## config.mk

```make
export PLATFORM = sky130hd
export DESIGN_NAME = run_detect_moore
export DESIGN_NICKNAME = d
export VERILOG_FILES = /design/src/rtl/run_detect_moore.sv
export SDC_FILE = /design/constraint.sdc
export NUM_CORES = 1
export LEC_CHECK = 0
export ABC_AREA = 1
export CAP_MARGIN = 20
export CORE_MARGIN = 2
export CORE_UTILIZATION = 42
export CTS_CLUSTER_DIAMETER = 80
export DETAILED_ROUTE_END_ITERATION = 10
export GPL_ROUTABILITY_DRIVEN = 0
export PLACE_DENSITY = 0.69
export SKIP_CTS_REPAIR_TIMING = 1
export SLEW_MARGIN = 20
export SYNTH_ARGS = -nofsm -noshare
export SYNTH_HDL_FRONTEND = slang
export SYNTH_SLANG_ARGS = --single-unit
```

## constraint.sdc

```tcl
create_clock -name clk -period 2 [get_ports clk]
set_input_delay 0.2 -clock clk [delete_from_list [all_inputs] [get_ports clk]]
set_output_delay 0.2 -clock clk [all_outputs]
set_load 0.01 [all_outputs]
```

## src/rtl/run_detect_moore.sv

```systemverilog
// Moore run-length detector: counts consecutive bits equal to match_val, flags runs
// reaching THRESH (overlapping or restarting) and keeps hit-count / longest-run stats.
module run_detect_moore #(
  parameter int CNT_W   = 4,
  parameter int THRESH  = 3,
  parameter int OVERLAP = 1
) (
  input  logic             clk,
  input  logic             rst_p,
  input  logic             en,
  input  logic             clr,
  input  logic             bit_in,
  input  logic             match_val,
  output logic [CNT_W-1:0] run_len,
  output logic             hit,
  output logic [7:0]       hit_cnt,
  output logic [CNT_W-1:0] max_run,
  output logic [1:0]       state
);

  typedef enum logic [1:0] {
    IDLE = 2'd0,
    RUN  = 2'd1,
    HIT  = 2'd2,
    SAT  = 2'd3
  } state_t;

  localparam logic [CNT_W-1:0] MAXV     = {CNT_W{1'b1}};
  localparam logic [CNT_W-1:0] ONE      = {{(CNT_W-1){1'b0}}, 1'b1};
  localparam logic [CNT_W-1:0] THRESH_V = CNT_W'(THRESH);

  state_t           state_reg, state_next;
  logic [CNT_W-1:0] run_len_reg, run_len_next;
  logic [7:0]       hit_cnt_reg, hit_cnt_next;
  logic [CNT_W-1:0] max_run_reg, max_run_next;
  logic [CNT_W-1:0] n;
  logic             is_match;

  always_ff @(posedge clk or posedge rst_p) begin
    if (rst_p) begin
      state_reg   <= IDLE;
      run_len_reg <= '0;
      hit_cnt_reg <= '0;
      max_run_reg <= '0;
    end else begin
      state_reg   <= state_next;
      run_len_reg <= run_len_next;
      hit_cnt_reg <= hit_cnt_next;
      max_run_reg <= max_run_next;
    end
  end

  always_comb begin
    state_next   = state_reg;
    run_len_next = run_len_reg;
    hit_cnt_next = hit_cnt_reg;
    max_run_next = max_run_reg;
    n            = '0;
    is_match     = (bit_in == match_val);

    if (clr) begin
      state_next   = IDLE;
      run_len_next = '0;
      hit_cnt_next = '0;
      max_run_next = '0;
    end else if (en) begin
      if (!is_match) begin
        state_next   = IDLE;
        run_len_next = '0;
      end else begin
        // Non-overlap mode restarts the run on the match after a hit.
        if (OVERLAP != 0)
          n = (run_len_reg == MAXV) ? MAXV : run_len_reg + ONE;
        else
          n = (state_reg == HIT) ? ONE : run_len_reg + ONE;

        run_len_next = n;

        if (n == '0)
          state_next = IDLE;
        else if (n < THRESH_V)
          state_next = RUN;
        else if ((n == MAXV) && (OVERLAP != 0))
          state_next = SAT;
        else
          state_next = HIT;

        // In overlap mode a run already sitting at THRESH (saturated there) is not a new event.
        if ((n == THRESH_V) && ((OVERLAP == 0) || (run_len_reg != THRESH_V)) &&
            (hit_cnt_reg != 8'hFF))
          hit_cnt_next = hit_cnt_reg + 8'd1;

        if (n > max_run_reg)
          max_run_next = n;
      end
    end
  end

  assign run_len = run_len_reg;
  assign hit_cnt = hit_cnt_reg;
  assign max_run = max_run_reg;
  assign state   = state_reg;
  assign hit     = (state_reg == HIT) || (state_reg == SAT);

endmodule

```

==> flow_summary.ini <==
[yosys]
yosys-top-cells-count = nand2_1, dfrtp_1, inv_1
synth_edf_count = 0
synthSimpleGateAreaFrac_pct = 33.4
synth.most_common_cell = nand2_1
synth_area_leader_cell = dfrtp_1
synth.net_count = 161
synth_top_area_share_pct = 41.2
synth_top_family_by_area = simple AND/OR/NAND/NOR gates
ys_types = 19
ys_seq_area_share_pct = 41.2
yosysWarnings = 0
synthArstFlopShare_pct = 100
synth_area_per_cell_um2 = 7.33
synth_cells = 149
synth-main-ff-cell = dfrtp_1
synthXorXnorAreaFrac_pct = 0
ys_ff_latch = 18
yosys-top-cells-area = dfrtp_1, nand2_1, nand3_1
netlist_area_mm2 = 0.00109
synth_compound_area_share_pct = 9.85
synth_mux_area_share_pct = 0
synthAdderAreaFrac_pct = 6.87

[sta]
post-route-period-util_pct = 92.1
fin_crit_ns = 1.84
whs_ns = 0.291
rsz0062_at_grt = false
setup_violations = 0
fmax_mhz = 543
slew_headroom_pct = 53.3
hold_viol = 0
fin_skew_ns = 0.00574
drv_slew = 0
worst_slew_pin_slew_ns = 0.700

[worst_setup_path]
arrival_ns = 2.04
startpoint_type = flip-flop
critPathCaptureType = flip-flop
required_ns = 2.20
critPathKind = flip-flop to flip-flop
crit_path_max_fanout = 8

[route]
route.detailed.drc = 0
vias_per_cell = 5.00
drt-met1-wl_mm = 1.21
avgRoutedWirePerCell_um = 12.1
first_iter_violations = 30
highest_layer = met4
antenna_left = 0
route.vias.total = 1046
dr_wl_met3_um = 88
wl_mm = 2.52
drt_pre_antenna_iters = 4
wl_met2_mm = 1.19

[clocking]
cts_sinks = 18
clock_latency_ns = 0.30
cts_buffers = 3
cts_tree = done
clkTransAtPathRegs_ns = 0.12
clk_path_buf_depth = 2
root_buffer = clkbuf_4
cts_max_level = 1

[floorplan]
fp.coreArea_mm2 = 0.00248
die_h_um = 55.0
die_area_mm2 = 0.00302
rows = 18
die_w_um = 55.0
start_util_pct = 44.1
ios = 25

[global_route]
grt_pass1_wl_mm = 3.97
grt.total_usage_pct = 18.6
grt_max_degree = 19
overflow = 0
antenna_found_initial = 0
grt_pass1_vias = 918

[pwr]
ir_drop_uv = 358
p_per_area_mw_per_mm2 = 578
leakagePower_nw = 0.700

[placement]
portBuffers = 24
placed_area_mm2 = 0.00139
dpl.hpwl_mm = 1.93

[finish]
postLayoutCellArea_mm2 = 0.00148
drive_above_1_share_pct = 15.6
synthToLayoutAreaGrowth_pct = 35.4
fin_nets = 192
fillCellCount = 236
n_antenna_cell = 0
largest_register_ffs = 8

[hold_path]
worst_hold_path_type = input pin to asynchronous set/reset pin

[run_status]
status = finished clean

[flow_run]
maxCapViolations = 0
==> metal layers <==
metal	vias to the layer above	GRT usage, %
li1	539	-
met1	476	24.9
met2	27	29.0
met3	4	2.96
met4	0	9.35
met5	-	0
==> logic make-up (layout without fill, tap and decap cells) <==
kind of cell	count (synthesis)	in the layout
compound gates	21	21
fa+ha+maj	6	6
simple gates	81	81
flops	18	18
buf+inv	23	53
==> power breakdown <==
part	switching, W	internal [W]
sequential	0.0000152	0.000381
combinational	0.000124	0.0000968
clock	0.000127	0.000111
==> per-stage QoR <==
step	std cells	setup TNS (ns)	power [W]	util [%]	setup WS (ns)
floorplan	149	0	0.000517	-	0.0649
global placement	205	0	0.000593	56.1	0.0869
detailed placement	205	-0.134	0.000599	56.1	-0.0433
CTS	209	-0.187	0.000834	57.5	-0.0527
global route	209	0	0.000901	59.7	0.0327
finish	209	0	0.000854	59.7	0.158
==> final cells by class <==
| type | count | area [um^2] | area share [%] |
|---|---|---|---|
| Tap cell | 30 | 37.5 | 2.54 |
| Clock buffer | 4 | 36.3 | 2.45 |
| Sequential cell | 18 | 450 | 30.5 |
| Timing Repair Buffer | 29 | 278 | 18.8 |
| Multi-Input combinational cell | 108 | 602 | 40.7 |
| Inverter | 20 | 75.1 | 5.08 |
==> critical path, cell delays in order (launching register included) <==
cell and delay (ns):
dfrtp_1 0.41, ha_2 0.21, inv_1 0.07, nand4_1 0.10, nand2_2 0.10, inv_1 0.08
ha_4 0.28, nand2_1 0.05, o21ai_2 0.15, nand3_4 0.15, nand3_2 0.08, o21ai_1 0.06
==> layout by cell type, fill, tap and decap left out, types with 3 or more instances in the layout <==
cell type        Yosys  final
nor2_1              16     16
dfrtp_1             18     18
buf_4                0      5
nand2_2              4      5
inv_1               18     18
nand3_2              0      4
nand2_1             38     37
o21ai_0              8      3
nand3_1             16     11
a21oi_1              9      9
clkdlybuf4s50_1      0     24
o21ai_1              2      6
ha_1                 6      4
clkbuf_4             0      3
==> final timing paths <==
kind	from	end	slack [ns]	cells after the start
max in group asynchronous	rst_p	max_run[2]$_DFFE_PP0P_	1.26	2
min reg2reg	state[0]$_DFFE_PP0P_	state[0]$_DFFE_PP0P_	0.50	2
min	rst_p	hit_cnt[1]$_DFFE_PP0P_	0.29	2
max	run_len[0]$_DFFE_PP0P_	max_run[3]$_DFFE_PP0P_	0.16	11
min in group clk	state[0]$_DFFE_PP0P_	state[0]$_DFFE_PP0P_	0.50	2
max reg2reg	run_len[0]$_DFFE_PP0P_	max_run[3]$_DFFE_PP0P_	0.16	11
(Power assumes the default switching activity.)
